[config.mk]
export PLATFORM = sky130hd
export DESIGN_NAME = uart_loader_flat
export DESIGN_NICKNAME = d
export VERILOG_FILES = /design/src/rtl/uart_loader_if.sv /design/src/rtl/uart_loader.sv /design/src/flat_wrapper.sv
export SDC_FILE = /design/constraint.sdc
export NUM_CORES = 1
export LEC_CHECK = 0
export ABC_CLOCK_PERIOD_IN_PS = 1950
export CAP_MARGIN = 15
export CORE_MARGIN = 2
export CORE_UTILIZATION = 52
export DETAILED_ROUTE_END_ITERATION = 7
export PLACE_DENSITY_LB_ADDON = 0.25
export SETUP_SLACK_MARGIN = 0.05
export SKIP_LAST_GASP = 1
export SYNTH_ARGS = -nofsm -noshare
export SYNTH_HDL_FRONTEND = slang
export SYNTH_SLANG_ARGS = --single-unit
export TNS_END_PERCENT = 5
[constraint.sdc]
create_clock -name clk -period 1.95 [get_ports clk]
set_input_delay 0.39 -clock clk [delete_from_list [all_inputs] [get_ports clk]]
set_output_delay 0.39 -clock clk [all_outputs]
set_load 0.01 [all_outputs]
[src/rtl/uart_loader_if.sv]
// Byte-stream input and instruction-memory write/status bundle for uart_loader.
interface uart_loader_if #(
  parameter int unsigned AddrWidth = 8
);
  logic [7:0]           rx_data;
  logic                 rx_valid;
  logic                 mem_we;
  logic [AddrWidth-1:0] mem_addr;
  logic [31:0]          mem_wdata;
  logic                 cpu_hold;
  logic                 load_done;
  logic                 load_error;

  // Loader side: consumes received bytes, drives memory writes and status.
  modport master (
    input  rx_data, rx_valid,
    output mem_we, mem_addr, mem_wdata, cpu_hold, load_done, load_error
  );

  // Environment side: UART receiver feeding bytes, memory/CPU observing.
  modport slave (
    output rx_data, rx_valid,
    input  mem_we, mem_addr, mem_wdata, cpu_hold, load_done, load_error
  );
endinterface

[src/rtl/uart_loader.sv]
// Boot loader: parses A5/len/words/checksum frames from the UART byte stream
// into instruction-memory word writes, holding the CPU in reset while loading.
module uart_loader #(
  parameter int unsigned AddrWidth     = 8,
  parameter logic [7:0]  HeaderByte    = 8'hA5,
  parameter int unsigned TimeoutCycles = 1_000_000
) (
  input  logic           clk,
  input  logic           rst,
  uart_loader_if.master  bus
);

  localparam int unsigned TimeoutW = $clog2(TimeoutCycles) + 1;
  localparam int unsigned MaxWords = 2 ** AddrWidth;
  // The abort fires on the edge where the idle count would reach TimeoutCycles-1.
  localparam logic [TimeoutW-1:0] TimeoutLast = TimeoutW'(TimeoutCycles - 2);

  typedef enum logic [2:0] {
    S_IDLE, S_LEN, S_DATA, S_WRITE, S_CHECK, S_DONE, S_ERROR
  } state_e;

  state_e               state_q, state_d;
  logic [7:0]           len_q, len_d;
  logic [7:0]           word_idx_q, word_idx_d;
  logic [1:0]           byte_idx_q, byte_idx_d;
  logic [31:0]          word_q, word_d;
  logic [7:0]           checksum_q, checksum_d;
  logic [TimeoutW-1:0]  tmo_q, tmo_d;
  logic                 mem_we_q, mem_we_d;
  logic [AddrWidth-1:0] mem_addr_q, mem_addr_d;
  logic [31:0]          mem_wdata_q, mem_wdata_d;
  logic                 cpu_hold_q, cpu_hold_d;
  logic                 load_done_q, load_done_d;
  logic                 load_error_q, load_error_d;

  // State and output registers with synchronous reset.
  always_ff @(posedge clk) begin
    if (rst) begin
      state_q      <= S_IDLE;
      len_q        <= '0;
      word_idx_q   <= '0;
      byte_idx_q   <= '0;
      word_q       <= '0;
      checksum_q   <= '0;
      tmo_q        <= '0;
      mem_we_q     <= 1'b0;
      mem_addr_q   <= '0;
      mem_wdata_q  <= '0;
      cpu_hold_q   <= 1'b0;
      load_done_q  <= 1'b0;
      load_error_q <= 1'b0;
    end else begin
      state_q      <= state_d;
      len_q        <= len_d;
      word_idx_q   <= word_idx_d;
      byte_idx_q   <= byte_idx_d;
      word_q       <= word_d;
      checksum_q   <= checksum_d;
      tmo_q        <= tmo_d;
      mem_we_q     <= mem_we_d;
      mem_addr_q   <= mem_addr_d;
      mem_wdata_q  <= mem_wdata_d;
      cpu_hold_q   <= cpu_hold_d;
      load_done_q  <= load_done_d;
      load_error_q <= load_error_d;
    end
  end

  // Frame parser: next state, datapath and registered output values.
  always_comb begin
    state_d      = state_q;
    len_d        = len_q;
    word_idx_d   = word_idx_q;
    byte_idx_d   = byte_idx_q;
    word_d       = word_q;
    checksum_d   = checksum_q;
    tmo_d        = '0;
    mem_we_d     = 1'b0;
    mem_addr_d   = mem_addr_q;
    mem_wdata_d  = mem_wdata_q;
    cpu_hold_d   = cpu_hold_q;
    load_done_d  = load_done_q;
    load_error_d = load_error_q;

    case (state_q)
      S_IDLE, S_DONE, S_ERROR: begin
        if (bus.rx_valid && (bus.rx_data == HeaderByte)) begin
          state_d      = S_LEN;
          cpu_hold_d   = 1'b1;
          load_done_d  = 1'b0;
          load_error_d = 1'b0;
          checksum_d   = '0;
          word_idx_d   = '0;
          byte_idx_d   = '0;
        end
      end
      S_LEN: begin
        if (bus.rx_valid) begin
          len_d = bus.rx_data;
          if ((bus.rx_data == 8'd0) || (32'(bus.rx_data) > 32'(MaxWords))) begin
            state_d      = S_ERROR;
            load_error_d = 1'b1;
          end else begin
            state_d = S_DATA;
          end
        end
      end
      S_DATA: begin
        if (bus.rx_valid) begin
          word_d[{byte_idx_q, 3'b000} +: 8] = bus.rx_data;
          checksum_d = checksum_q + bus.rx_data;
          if (byte_idx_q == 2'd3) begin
            state_d     = S_WRITE;
            byte_idx_d  = '0;
            mem_we_d    = 1'b1;
            mem_addr_d  = AddrWidth'(word_idx_q);
            mem_wdata_d = word_d;
          end else begin
            byte_idx_d = byte_idx_q + 2'd1;
          end
        end
      end
      S_WRITE: begin
        if (bus.rx_valid) begin
          state_d      = S_ERROR;
          load_error_d = 1'b1;
        end else if (word_idx_q == (len_q - 8'd1)) begin
          state_d = S_CHECK;
        end else begin
          word_idx_d = word_idx_q + 8'd1;
          state_d    = S_DATA;
        end
      end
      S_CHECK: begin
        if (bus.rx_valid) begin
          if (bus.rx_data == checksum_q) begin
            state_d     = S_DONE;
            load_done_d = 1'b1;
            cpu_hold_d  = 1'b0;
          end else begin
            state_d      = S_ERROR;
            load_error_d = 1'b1;
          end
        end
      end
      default: state_d = S_IDLE;
    endcase

    // Inter-byte watchdog, active only while waiting for frame bytes.
    if (((state_q == S_LEN) || (state_q == S_DATA) || (state_q == S_CHECK)) && !bus.rx_valid) begin
      if (tmo_q == TimeoutLast) begin
        state_d      = S_ERROR;
        load_error_d = 1'b1;
      end else begin
        tmo_d = tmo_q + 1'b1;
      end
    end
  end

  assign bus.mem_we     = mem_we_q;
  assign bus.mem_addr   = mem_addr_q;
  assign bus.mem_wdata  = mem_wdata_q;
  assign bus.cpu_hold   = cpu_hold_q;
  assign bus.load_done  = load_done_q;
  assign bus.load_error = load_error_q;

endmodule

[src/flat_wrapper.sv]
// flat-port wrapper written by rule: the top's interface ports become plain ports
module uart_loader_flat 
#(
  parameter int unsigned AddrWidth     = 8,
  parameter logic [7:0]  HeaderByte    = 8'hA5,
  parameter int unsigned TimeoutCycles = 1_000_000
)
  (clk, rst, bus_rx_data, bus_rx_valid, bus_mem_we, bus_mem_addr, bus_mem_wdata, bus_cpu_hold, bus_load_done, bus_load_error);
  uart_loader_if #(.AddrWidth(AddrWidth)) bus_i ();
  input  logic clk;
  input  logic rst;
  input wire logic [$bits(bus_i.rx_data)-1:0] bus_rx_data;
  input wire logic [$bits(bus_i.rx_valid)-1:0] bus_rx_valid;
  output wire logic [$bits(bus_i.mem_we)-1:0] bus_mem_we;
  output wire logic [$bits(bus_i.mem_addr)-1:0] bus_mem_addr;
  output wire logic [$bits(bus_i.mem_wdata)-1:0] bus_mem_wdata;
  output wire logic [$bits(bus_i.cpu_hold)-1:0] bus_cpu_hold;
  output wire logic [$bits(bus_i.load_done)-1:0] bus_load_done;
  output wire logic [$bits(bus_i.load_error)-1:0] bus_load_error;
  assign bus_i.rx_data = bus_rx_data;
  assign bus_i.rx_valid = bus_rx_valid;
  assign bus_mem_we = bus_i.mem_we;
  assign bus_mem_addr = bus_i.mem_addr;
  assign bus_mem_wdata = bus_i.mem_wdata;
  assign bus_cpu_hold = bus_i.cpu_hold;
  assign bus_load_done = bus_i.load_done;
  assign bus_load_error = bus_i.load_error;
  uart_loader #(.AddrWidth(AddrWidth), .HeaderByte(HeaderByte), .TimeoutCycles(TimeoutCycles)) u_core (.clk(clk), .rst(rst), .bus(bus_i));
endmodule
# Word-level counts from Yosys, hierarchy flattened
# Cells that the tools add are included.
# word_totals
regBits	126
word_cells	101
# classes
eq_ne	17
add_sub_neg	6
n_reduce_logical	19
muxes	41
n_shift	2
n_bitwise	3
# op_table
operator	n
bitwise mux 32 bit	1
2-to-1 mux 8 bit	4
case mux 8 bit (2 select lines)	2
variable shift 8 x 7 -> 32 bit (first input constant)	1
variable part select 8 x 7 -> 32 bit	1
2-to-1 mux 3 bit	10
adder 21 x 1 -> 21 bit (second input constant)	1
== test 21 x 20 -> 1 bit (second input constant)	1
== test 8 bit	2
2-to-1 mux 1 bit	15
case mux 3 bit (5 select lines)	1
== test 3 bit (second input constant)	3
OR reduction 3 bit	3
adder 8 x 1 -> 8 bit (second input constant)	1
adder 8 bit	1
== test 8 bit (second input constant)	1
zero test 8 bit	1
2-to-1 mux 2 bit	4
!= test 2 bit (second input constant)	4
AND reduction 4 bit	2
subtractor 8 x 1 -> 8 bit (second input constant)	1
negation 5 -> 7 bit	1
== test 3 x 2 -> 1 bit (second input constant)	2
AND reduction 3 bit	2
other kinds (14)	23

# Logic depth before layout (Yosys ltp)
# Gate-level depths: netlist of run 1.
# logic_depth
ltp_word	7
mapped_depth	9
mapped_depth_nobuf	9

# Worst setup path before layout of run 1
# No wires, ideal clock.
# synth_timing
kind	input -> register
from	in bus_rx_data[1]
to	reg u_core.checksum_q[7]
setup_ns	0.074
path_stages	8
t_arrival_ns	1.990
setup_slack_ns	-0.114
path_cell_list	ha_1 -> a21o_1 -> a21oi_1 -> o21ai_0 -> o41ai_1 -> xor2_1 -> or3_1 -> a31oi_1
# synth_via
elab_chain_len	4
word_cells_on_any_way	7
classes_between	add/sub: 1; eq/ne: 2; mux: 2; reduce/logical: 2
# synth_rtl
item	line	source
start: declaration	flat_wrapper.sv:12	input wire logic [$bits(bus_i.rx_data)-1:0] bus_rx_data;
branches (longest 4 deep; another with adder 8 bit)	n/a	
end signal: assignment	uart_loader.sv:58	checksum_q <= checksum_d;
end: declaration	uart_loader.sv:27	logic [7:0] checksum_q, checksum_d;
# Parallel ways; which one is timed is not known. The select of a mux whose other input is x is not followed.
# A chain may end at the register's enable or synchronous reset.

# Final worst setup path of run 1
# layout_timing
from	reg u_core.len_q[1]
to	reg u_core.word_idx_q[5]
# layout_via
elab_chain_len	4
# layout_rtl
item	line	source
start: declaration	uart_loader.sv:23	logic [7:0] len_q, len_d;
start signal: assignment	uart_loader.sv:54	len_q <= len_d;
subtractor 8 x 1 -> 8 bit	uart_loader.sv:127	end else if (word_idx_q == (len_q - 8'd1)) begin
== test 8 bit	uart_loader.sv:127	
!= test 2 bit (no line)	n/a	
AND reduction 4 bit (no line)	n/a	
end signal: assignment	uart_loader.sv:55	word_idx_q <= word_idx_d;
end: declaration	uart_loader.sv:24	logic [7:0] word_idx_q, word_idx_d;
# No other way between the ends.

==> results of run 1 <==
==> what timing repair did <==
action | 4_1_cts | 5_1_grt
resized for setup | 11 | 12
pin swaps | 9 | 5
setup buffers | 5 | 3
hold buffers | 0 | 0
cloned | 1 | 1
setup endpoints to repair | 35 | 83
==> synth_stat cells (10+ instances only) <==
master,number
sky130_fd_sc_hd__a211oi_1,17
sky130_fd_sc_hd__a21oi_1,25
sky130_fd_sc_hd__a221oi_1,25
sky130_fd_sc_hd__a22oi_1,32
sky130_fd_sc_hd__buf_2,17
sky130_fd_sc_hd__clkbuf_1,20
sky130_fd_sc_hd__dfxtp_1,126
sky130_fd_sc_hd__ha_1,17
sky130_fd_sc_hd__inv_1,13
sky130_fd_sc_hd__mux2i_1,10
sky130_fd_sc_hd__nand2_1,49
sky130_fd_sc_hd__nand3_1,30
sky130_fd_sc_hd__nor2_1,118
sky130_fd_sc_hd__nor3_1,31
sky130_fd_sc_hd__xnor2_1,17
sky130_fd_sc_hd__xor2_1,22
==> report_power, final <==
| part | switching, mW | internal (mW) |
|---|---|---|
| clock network | 1.13 | 1.82 |
| logic | 0.110 | 0.0658 |
| registers | 0.000319 | 2.58 |
==> placed cells by master, fill, tap and decap left out, types with 3 or more instances in the layout <==
| master | synthesis | final |
|---|---|---|
| sky130_fd_sc_hd__a21oi_2 | 0 | 3 |
| sky130_fd_sc_hd__xnor2_1 | 17 | 17 |
| sky130_fd_sc_hd__and2_1 | 6 | 6 |
| sky130_fd_sc_hd__and3_1 | 6 | 6 |
| sky130_fd_sc_hd__xor2_1 | 22 | 21 |
| sky130_fd_sc_hd__a31oi_1 | 6 | 6 |
| sky130_fd_sc_hd__dfxtp_2 | 0 | 4 |
| sky130_fd_sc_hd__nand2_1 | 49 | 49 |
| sky130_fd_sc_hd__or3_1 | 6 | 6 |
| sky130_fd_sc_hd__nor4b_1 | 4 | 3 |
| sky130_fd_sc_hd__a21oi_1 | 25 | 22 |
| sky130_fd_sc_hd__clkbuf_8 | 0 | 5 |
| sky130_fd_sc_hd__ha_4 | 0 | 3 |
| sky130_fd_sc_hd__and4_1 | 4 | 4 |
| sky130_fd_sc_hd__o21ai_0 | 5 | 4 |
| sky130_fd_sc_hd__mux2i_1 | 10 | 10 |
| sky130_fd_sc_hd__clkbuf_16 | 0 | 17 |
| sky130_fd_sc_hd__nor3_4 | 0 | 3 |
| sky130_fd_sc_hd__clkdlybuf4s50_1 | 0 | 52 |
| sky130_fd_sc_hd__inv_2 | 1 | 3 |
| sky130_fd_sc_hd__dfxtp_1 | 126 | 122 |
| sky130_fd_sc_hd__a221oi_1 | 25 | 25 |
| sky130_fd_sc_hd__clkinv_2 | 0 | 3 |
| sky130_fd_sc_hd__clkinvlp_4 | 0 | 5 |
| sky130_fd_sc_hd__nand2b_1 | 4 | 3 |
| sky130_fd_sc_hd__a211oi_1 | 17 | 16 |
| sky130_fd_sc_hd__buf_4 | 3 | 74 |
| sky130_fd_sc_hd__inv_1 | 13 | 10 |
| sky130_fd_sc_hd__nor3_1 | 31 | 31 |
| sky130_fd_sc_hd__a22oi_1 | 32 | 32 |
| sky130_fd_sc_hd__ha_1 | 17 | 13 |
| sky130_fd_sc_hd__nand4_1 | 6 | 6 |
| sky130_fd_sc_hd__nand3_1 | 30 | 30 |
| sky130_fd_sc_hd__nor2_1 | 118 | 117 |
==> routing by layer <==
metal | track usage | up-vias
met5 | 0 | -
met4 | 0.116 | 0
met3 | 0.0500 | 26
met2 | 0.419 | 151
met1 | 0.336 | 2599
li1 | - | 2625
==> worst max-delay path: cells and delay by family (launching register included) <==
kind | cells | cell delay (ns)
AO/OA/AOI/OAI | 5 | 1.09
AND/OR/NAND/NOR | 1 | 0.13
buffers and inverters | 2 | 0.23
flip-flops | 1 | 0.32
adder cells (fa/ha/maj) | 1 | 0.14
==> sequential cells by signal, indices dropped and copies added (netlist names) <==
register               count
u_core.bus.load_done       1
u_core.bus.load_error      1
u_core.tmo_q              21
u_core.word_idx_q          8
u_core.bus.mem_addr        8
u_core.word_q             32
u_core.checksum_q          8
u_core.state_q             3
u_core.byte_idx_q          2
u_core.bus.cpu_hold        1
u_core.bus.mem_wdata      32
u_core.bus.mem_we          1
u_core.len_q               8
==> worst paths after layout <==
kind	start	to	slack, ns	cells past startpoint
setup / recovery	u_core.len_q[1]$_SDFFE_PP0P_	u_core.word_idx_q[5]$_SDFFE_PP0P_	-0.09	9
hold / removal	rst	u_core.word_idx_q[0]$_SDFFE_PP0P_	0.19	2
setup reg to reg	u_core.len_q[1]$_SDFFE_PP0P_	u_core.word_idx_q[5]$_SDFFE_PP0P_	-0.09	9
hold reg to reg	u_core.bus.mem_addr[7]$_SDFFE_PP0P_	u_core.bus.mem_addr[7]$_SDFFE_PP0P_	0.45	2
==> area by class of cell <==
class,count,area (µm²),share of cell area
Clock buffer,23,477,0.0619
Multi-Input combinational cell,486,3210,0.416
Timing Repair Buffer,132,1170,0.151
Inverter,16,63.8,0.00829
Clock inverter,9,83.8,0.0109
Sequential cell,126,2530,0.328
Tap cell,140,175,0.0228
==> kinds of logic after synthesis <==
kind of cell,share of synthesized area
fa+ha+maj,0.0415
compound gates,0.171
xor+xnor,0.0584
simple gates,0.234
flops,0.432
buf+inv,0.0447
mux,0.0191
==> metrics by stage <==
stage                     total power [mW]  hold WS (ns)  TNS (ns)
final                                 5.70         0.191    -0.343
after detailed placement              2.80         0.452    -28.18
after global routing                  5.87         0.179     -1.80
after CTS                             5.73         0.177   -0.0649
after floorplan                       2.72         0.447   -0.0913
after global placement                2.80         0.444    -24.36
==> results.txt, run 1 <==
----------------------------------------------------
[Status]
  Outcome ... complete, but fails checks
  Violated checks ... negative setup slack

[Clocking]
  Clock net sink count ... 126
  CTS root buf ... sky130_fd_sc_hd__clkbuf_8
  Clock tree buffer depth ... 2
  TritonCTS clock tree ... built
  H-tree depth reported by CTS ... 4
  CTS Buf Count ... 17
  Clock latency of the later-clocked register in the worst-skew pair ... 0.54 ns
  Clk slew on worst S/H paths ... 0.06 ns

[Routing]
  Highest routing layer actually used ... met4
  Final ANT Viol Nets ... 0
  Drt initial violations ... 434
  Detailed-route via count ... 5401
  Routed WL ... 15200 µm
  Met2 routed WL ... 7330 µm
  Vias/cell ... 5.80
  Average wire per standard cell ... 16.3 µm
  Post-route DRC violation count ... 0
  Metal3 WL ... 759 µm
  Post-route met1 wirelength ... 6790 µm
  Drt first pass iters ... 5

[Setup path]
  Capturing element type of the critical path ... flop
  Peak fanout along the critical path ... 5
  Setup Crit Path Kind ... flop to flop
  Worst Setup Start Kind ... flop
  Arrival time of the worst setup path ... 2.46 ns
  Data required, critical path ... 2.37 ns
  Cell at the slowest stage of the critical path ... sky130_fd_sc_hd__a311o_1
  Ordered list of cells on the worst path ... inv_2, ha_4, nand2b_4, a21oi_2, a311o_1, a211oi_4, a21oi_4, buf_4, a41o_1
  Delay of the slowest cell on the worst path ... 0.37 ns

[Place]
  Post-placement setup slack ... -0.677 ns
  Dpl hpwl ... 10100 µm
  Area post-placement ... 6940 µm²
  Number of placed cells counting well taps ... 890
  Weighted congestion reported at the end of routability-driven placement ... 0.882
  Number of input and output port buffers inserted ... 54

[Synthesis]
  Yosys Warn Count ... 0
  Synthesized instance count ... 670
  Post-Syn Nets ... 699
  Number of synthesized flops with an enable pin ... 0
  Fraction of registers with async set/reset ... 0
  Predominant post-synthesis flop cell ... sky130_fd_sc_hd__dfxtp_1
  Mapped Area ... 5840 µm²
  Seq/Total Area, Yosys ... 0.432
  Leading cell types by total area after synthesis ... sky130_fd_sc_hd__dfxtp_1, sky130_fd_sc_hd__nor2_1, sky130_fd_sc_hd__a22oi_1
  Count of state elements after synthesis ... 126
  Number of different library cells in the post-synthesis netlist ... 64
  Area share of the largest cell type after synthesis ... 0.432
  Yosys top cell by area ... sky130_fd_sc_hd__dfxtp_1
  Average footprint of a synthesized cell ... 8.72 µm²

[Global route]
  Global Route Usage Sum ... 0.259
  Aggregate global routing overflow ... 0
  Via count of the first global-routing pass ... 5189
  First-pass GRT wire length ... 24400 µm
  Maximum number of pins on one net before global-route repair ... 52
  Antenna violations before repair ... 0

[Power]
  Leakage power figure ... 2.85 nW
  Total power density per cell area ... 741 nW/µm²
  Worst ir drop on vdd ... 564 µV

[Floorplanning]
  DIE WIDTH ... 110 µm
  Total number of placement rows ... 38
  Overall die height ... 110 µm
  Number of placed I/O pins ... 55
  Placeable core region ... 10900 µm²
  Starting Density ... 0.537
  Overall die area ... 12100 µm²

[STA]
  RSZ-0062 raised after global routing ... true
  Worst setup margin ... -0.0891 ns
  Timing-limited maximum frequency ... 490 MHz
  Max Slew Vio Count ... 0
  Worst slew pin tran ... 0.543 ns
  Clock tree skew after final layout ... 0.00798 ns
  Final Hold Viols ... 0
  Post-route clock period utilization ... 1.05
  Minimum clock period after layout ... 2.04 ns
  Normalized max-slew margin ... 0.638
  Setup-failing EPs final ... 8

[Final layout]
  Layout cell share with drive strength beyond 1 ... 0.191
  Number of antenna diodes ... 0
  Area overhead of the layout relative to synthesis ... 31.7%
  Area of all placed cells without fillers ... 7700 µm²
  Number of nets in the layout ... 808
  Filler Cells Inserted ... 809
  Post-layout util ... 0.707
  Final non-filler cell total ... 932

[Worst hold path]
  Hold Crit Class ... input pin to flop

[Job]
  Max-cap violations ... 0

----------------------------------------------------
(Power assumes the default switching activity.)
==> run 2: changes to the inputs <==
--- a/config.mk
+++ b/config.mk
@@ -9,8 +9,9 @@
 export CAP_MARGIN = 15
 export CORE_MARGIN = 2
 export CORE_UTILIZATION = 52
+export CTS_CLUSTER_DIAMETER = 40
 export DETAILED_ROUTE_END_ITERATION = 7
-export PLACE_DENSITY_LB_ADDON = 0.25
+export PLACE_DENSITY = 0.78
 export SETUP_SLACK_MARGIN = 0.05
 export SKIP_LAST_GASP = 1
 export SYNTH_ARGS = -nofsm -noshare
==> run 2 against run 1 <==
  * The flow still finishes with violations (negative setup slack)
  * Worst setup slack improved by 0.019 ns
  * Global-route usage is 0.30 points lower
  * First-iteration DRC count increased by 10%
  * Routed wire length is 1.8% lower
  * Register-to-register slack improved by 0.03 ns
  * Worst hold slack improved by 0.019 ns
  * Fmax rose by 0.94%
  * Count of clock-buffer cells in the layout shrank 4
  * Via count shrank 0.89%
  * Critical path depth did not move
  * Critical path type is now input pin to flop
  * Largest cell class unchanged
  * Highest routed layer unchanged
==> results.txt, run 2 (same netlist as run 1, synthesis figures left out) <==
----------------------------------------------------
[Status]
  Outcome ... complete, but fails checks
  Violated checks ... negative setup slack

[Routing]
  Post-route met1 wirelength ... 6510 µm (-4.1%)
  Routed WL ... 14900 µm (-1.8%)
  Detailed-route via count ... 5353 (-0.89%)
  Met2 routed WL ... 7230 µm (-1.4%)
  Highest routing layer actually used ... met4
  Vias/cell ... 5.79 (-0.14%)
  Metal3 WL ... 874 µm (+15%)
  Final ANT Viol Nets ... 0 (unchanged)
  Drt initial violations ... 478 (+10%)
  Post-route DRC violation count ... 0 (unchanged)
  Average wire per standard cell ... 16.1 µm (-1.1%)
  Drt first pass iters ... 5 (unchanged)

[Floorplanning]
  DIE WIDTH ... 110 µm (unchanged)
  Placeable core region ... 10900 µm² (unchanged)
  Number of placed I/O pins ... 55 (unchanged)
  Total number of placement rows ... 38 (unchanged)
  Overall die height ... 110 µm (unchanged)
  Overall die area ... 12100 µm² (unchanged)
  Starting Density ... 0.537 (unchanged)

[Place]
  Number of input and output port buffers inserted ... 54 (unchanged)
  Area post-placement ... 6960 µm² (+0.18%)
  Dpl hpwl ... 9910 µm (-2.2%)
  Weighted congestion reported at the end of routability-driven placement ... 0.890 (+0.98%)

[Setup path]
  Cell at the slowest stage of the critical path ... sky130_fd_sc_hd__clkdlybuf4s50_1
  Worst Setup Start Kind ... input pin
  Data required, critical path ... 2.41 ns (+0.04 ns)
  Ordered list of cells on the worst path ... clkdlybuf4s50_1, ha_1, a21o_1, a21oi_2, o21ai_1, o41ai_2, xor2_1, or3_1, a31oi_1
  Setup Crit Path Kind ... input pin to flop
  Peak fanout along the critical path ... 2 (-3)
  Capturing element type of the critical path ... flop
  Delay of the slowest cell on the worst path ... 0.45 ns (+0.08 ns)
  Arrival time of the worst setup path ... 2.48 ns (+0.02 ns)

[Power]
  Leakage power figure ... 2.82 nW (-1.1%)
  Overall Power ... 6.08 mW (+6.7%)
  Total power density per cell area ... 795 nW/µm² (+7.3%)
  Worst ir drop on vdd ... 569 µV (+0.91%)

[STA]
  Worst setup margin ... -0.0702 ns (+0.0190 ns)
  Post-route clock period utilization ... 1.04 (-0.00972)
  Worst slew pin tran ... 0.389 ns (-0.153 ns)
  Normalized max-slew margin ... 0.737 (+0.0986)
  Clock tree skew after final layout ... 0.00561 ns (-0.00238 ns)
  Max Slew Vio Count ... 0 (unchanged)
  Final Hold Viols ... 0 (unchanged)
  Setup-failing EPs final ... 5 (-3)
  Final worst hold slack ... 0.210 ns (+0.0193 ns)
  Timing-limited maximum frequency ... 495 MHz (+0.94%)
  RSZ-0062 raised after global routing ... true
  Minimum clock period after layout ... 2.02 ns (-0.0190 ns)

[Clocking]
  CTS root buf ... sky130_fd_sc_hd__clkbuf_8
  Clk slew on worst S/H paths ... 0.06 ns (about the same)
  Clock net sink count ... 126 (unchanged)
  H-tree depth reported by CTS ... 4 (unchanged)
  Clock latency of the later-clocked register in the worst-skew pair ... 0.54 ns (about the same)
  TritonCTS clock tree ... built
  Clock tree buffer depth ... 2 (unchanged)
  CTS Buf Count ... 17 (unchanged)

[Final layout]
  Most common cell after layout, fill and taps aside ... sky130_fd_sc_hd__dfxtp_1
  Number of antenna diodes ... 0 (unchanged)
  Commonest cells after routing, fill and taps aside ... sky130_fd_sc_hd__dfxtp_1, sky130_fd_sc_hd__nor2_1, sky130_fd_sc_hd__buf_4
  Area overhead of the layout relative to synthesis ... 30.9%
  Number of nets in the layout ... 801 (-0.87%)
  Layout cell share with drive strength beyond 1 ... 0.182 (-0.00849)
  Area of all placed cells without fillers ... 7650 µm² (-0.60%)

[Global route]
  Global Route Usage Sum ... 0.256 (-0.00297)
  Antenna violations before repair ... 0 (unchanged)
  First-pass GRT wire length ... 24200 µm (-0.71%)
  Maximum number of pins on one net before global-route repair ... 69 (+33%)
  Aggregate global routing overflow ... 0 (unchanged)
  Via count of the first global-routing pass ... 5114 (-1.4%)

[Job]
  Max-cap violations ... 0 (unchanged)

[Worst hold path]
  Hold Crit Class ... input pin to flop

----------------------------------------------------
==> run 2: final timing paths <==
kind / from / end / slack (ns) / cells past startpoint
setup / recovery: bus_rx_data[1] / u_core.checksum_q[7]$_SDFFE_PP0P_ / -0.07 / 9
hold / removal: rst / u_core.word_idx_q[0]$_SDFFE_PP0P_ / 0.21 / 2
setup reg to reg: u_core.checksum_q[1]$_SDFFE_PP0P_ / u_core.checksum_q[7]$_SDFFE_PP0P_ / -0.06 / 8
hold reg to reg: u_core.bus.mem_addr[6]$_SDFFE_PP0P_ / u_core.bus.mem_addr[6]$_SDFFE_PP0P_ / 0.45 / 2
==> run 2: layer usage <==
layer | global-route usage | vias up
met5 | 0 | -
met4 | 0.0877 | 0
met3 | 0.0670 | 30
met2 | 0.426 | 175
met1 | 0.322 | 2542
li1 | - | 2606
==> run 2: power breakdown <==
group | internal [mW] | leakage (nW) | switching, mW | total [mW]
registers | 2.58 | 1.02 | 0.000312 | 2.58
logic | 0.0678 | 1.51 | 0.112 | 0.180
clock network | 2.14 | 0.296 | 1.18 | 3.33
==> run 2: worst max-delay path, delay by kind of cell <==
kind                     cells  cell delay [ns]
adder cells (fa/ha/maj)      1             0.34
AO/OA/AOI/OAI                5             0.84
XOR/XNOR                     1             0.13
buffers and inverters        1             0.45
AND/OR/NAND/NOR              1             0.33
==> run 2: timing repair <==
item | CTS | global route
endpoints found under the setup margin | 26 | 94
setup buffers | 0 | 2
gates resized for setup | 4 | 11
cloned | 1 | 0
pin swaps | 5 | 4
hold buffers | 0 | 0
hold endpoints to repair | 0 | 0
==> run 2: area by class of cell <==
| cell class | instances | area, µm² |
|---|---|---|
| inverters | 16 | 60.1 |
| repair buffers | 125 | 1110 |
| well taps | 140 | 175 |
| flip-flops and latches | 126 | 2530 |
| multi-input cells | 486 | 3160 |
| fillers | 800 | 3240 |
| clock buffers | 19 | 442 |
| clock inverters | 13 | 186 |
==> run 2: metrics by stage <==
step	instances	util	TNS (ns)	setup slack, ns
2_1_floorplan	670	-	-0.0913	-0.0334
3_3_place_gp	890	0.639	-30.68	-0.522
3_5_place_dp	890	0.639	-32.66	-0.625
4_1_cts	923	0.699	-0.0554	-0.0228
5_1_grt	925	0.703	-1.88	-0.175
6_report	925	0.703	-0.128	-0.0702
==> run 3: changes to the inputs <==
--- a/config.mk
+++ b/config.mk
@@ -5,7 +5,6 @@
 export SDC_FILE = /design/constraint.sdc
 export NUM_CORES = 1
 export LEC_CHECK = 0
-export ABC_CLOCK_PERIOD_IN_PS = 1950
 export CAP_MARGIN = 15
 export CORE_MARGIN = 2
 export CORE_UTILIZATION = 52
==> results of run 3 <==
The final DEF is identical to that of run 2; final timing and power are the same.
==> RTL edit: new RTL, config.mk and constraints of run 2 <==
The 7 states of `state_e` get a one-hot encoding in 7 bits.
--- a/src/rtl/uart_loader.sv
+++ b/src/rtl/uart_loader.sv
@@ -15,8 +15,8 @@
   // The abort fires on the edge where the idle count would reach TimeoutCycles-1.
   localparam logic [TimeoutW-1:0] TimeoutLast = TimeoutW'(TimeoutCycles - 2);
 
-  typedef enum logic [2:0] {
-    S_IDLE, S_LEN, S_DATA, S_WRITE, S_CHECK, S_DONE, S_ERROR
+  typedef enum logic [6:0] {
+    S_IDLE = 7'b0000001, S_LEN = 7'b0000010, S_DATA = 7'b0000100, S_WRITE = 7'b0001000, S_CHECK = 7'b0010000, S_DONE = 7'b0100000, S_ERROR = 7'b1000000
   } state_e;
 
   state_e               state_q, state_d;
Function: same outputs for any inputs over 4 cycles, from zero or initial values and one cycle with rst high; so few cycles prove little.
==> RTL edit against run 2 <==
  * Count of clock-buffer cells in the layout unchanged
  * Worst setup slack worse by 0.10 ns
  * Global-route usage up 1.1 points
  * Worst hold slack improved by 0.091 ns
  * Via count grew 13%
  * Sequential cell count increased by 4
  * Design area is 7.7% higher
  * The run ends with DRC, setup timing left
  * Cell count grew 11%
  * Critical endpoint is now u_core.bus.mem_wdata[24]
  * Routed wire length grew 17%
  * Power decreased by 3.2%
  * Critical path depth decreased by 1
  * Synthesized area increased by 5.6%
  * First-iteration DRC count rose by 20%
==> RTL edit: results (changes against run 2) <==
WS Path Type reg2reg (was in2reg); relative slew slack 65.3% (was 73.7%); number of global-route vias before repair 5790 (was 5114); # resized after CTS 35 (was 4); Via density 5.89 (was 5.79); layout cells sized above 1 18.3% (was 18.2%); met2 routed wirelength 8.54 mm (was 7.23 mm); Post-Syn Nets 778 (was 699); Worst Skew 0.00393 ns (was 0.00561 ns); GRT Overall Usage 26.8% (was 25.6%); Critical R2R Capture u_core.bus.mem_wdata[24] (was u_core.checksum_q[7]); post-CTS setup buffer count 1 (was 0); met3 routed WL 1.18 mm (was 874 µm); worst skew pair latency 0.42 ns (was 0.54 ns); met3 Use GR 5.46% (was 6.70%); Post-Place Setup Slack -0.791 ns (was -0.625 ns); RePlAce Congestion 0.939 (was 0.890); fill count 810 (was 800); synth cell count leaders dfxtp_1 (130), nand2_1 (106), nor2_1 (95) (was dfxtp_1 (126), nor2_1 (118), nand2_1 (49)); root buffer cell clkbuf_16 (was clkbuf_8); failing checks DRC, setup timing (was setup timing); Synth Instances 749 (was 670); Fin Hold WS 0.301 ns (was 0.210 ns); pin count of the biggest net entering global routing 64 (was 69); Max rail drop VDD 0.615 mV (was 0.569 mV); worst setup margin -0.175 ns (was -0.0702 ns); Post-Route WL 17.4 mm (was 14.9 mm); met1 wire length 7.14 mm (was 6.51 mm); slowest CP cell or4_4 (was clkdlybuf4s50_1); P_leak 3.03 nW (was 2.82 nW); first-pass GRT wire length 27.4 mm (was 24.2 mm); M1 GR Usage 33.1% (was 32.2%); Synth area leaders dfxtp_1 (42%), nand2_1 (6.4%), nor2_1 (5.8%) (was dfxtp_1 (43%), nor2_1 (7.6%), a22oi_1 (4.1%)); crit-path leading delay family simple AND/OR/NAND/NOR gates (was compound AO/OA/AOI/OAI gates); Final nets 898 (was 801); sequential fraction of the synthesis area 42.2% (was 43.2%); outcome finished, violations left (unchanged); Placed Cells 984 (was 890); Placement Cell Area 7370 µm² (was 6960 µm²); final setup fails 117 (was 5); Critical Path Fanout Max 10 (was 2); r2r startpoint u_core.state_q[5] (was u_core.checksum_q[1]); DRC viols 5 (was 0); Hold EP u_core.bus.cpu_hold (was u_core.word_idx_q[0]); setup tns final -8.97 ns (was -0.128 ns); CP Launch Point u_core.state_q[5] (was bus_rx_data[1]); non-filler instance count after layout 1024 (was 925); Synth cell types 58 (was 64); Yosys top cell by area dfxtp_1 (unchanged); slowest stage delay, CP 0.57 ns (was 0.45 ns); HPWL after detailed placement 11.2 mm (was 9.91 mm); met2 usage in global routing 44.4% (was 42.6%); Hold Crit Depth 2 (unchanged); Iteration-0 DRC Markers 575 (was 478)
[RTL edit: cell count changes after synthesis, moves of 10 or more]
cell and delta:
nor3_1 -20, o21ai_0 +22, nor2b_1 +12, a21oi_1 +34, clkbuf_1 +10, inv_1 +16
a221oi_1 -25, nand2_1 +57, nor2_1 -23, buf_2 -10
[RTL edit: kinds of logic after synthesis]
family	share of synthesized area, %
muxes	2.76
xor gates and xnor gates	5.11
and+or+nand+nor	23.4
DFF	42.2
adders and majority gates	3.77
AOI/OAI and AO/OA	17.5
buffers and inverters	5.25
[RTL edit: final cells by class]
type	instances	area, µm²	share of cell area [%]
multi-input combinational	545	3390	41.1
sequential	130	2610	31.6
timing repair buffer	145	1410	17.1
clock buffer	19	433	5.25
tap	143	179	2.17
clock inverter	12	118	1.43
inverter	30	113	1.37
[RTL edit: report_power, final]
part	total, mW	internal [mW]	switching [mW]
Clock	3.00	1.85	1.15
Sequential	2.66	2.66	0.00132
Combinational	0.227	0.0830	0.144
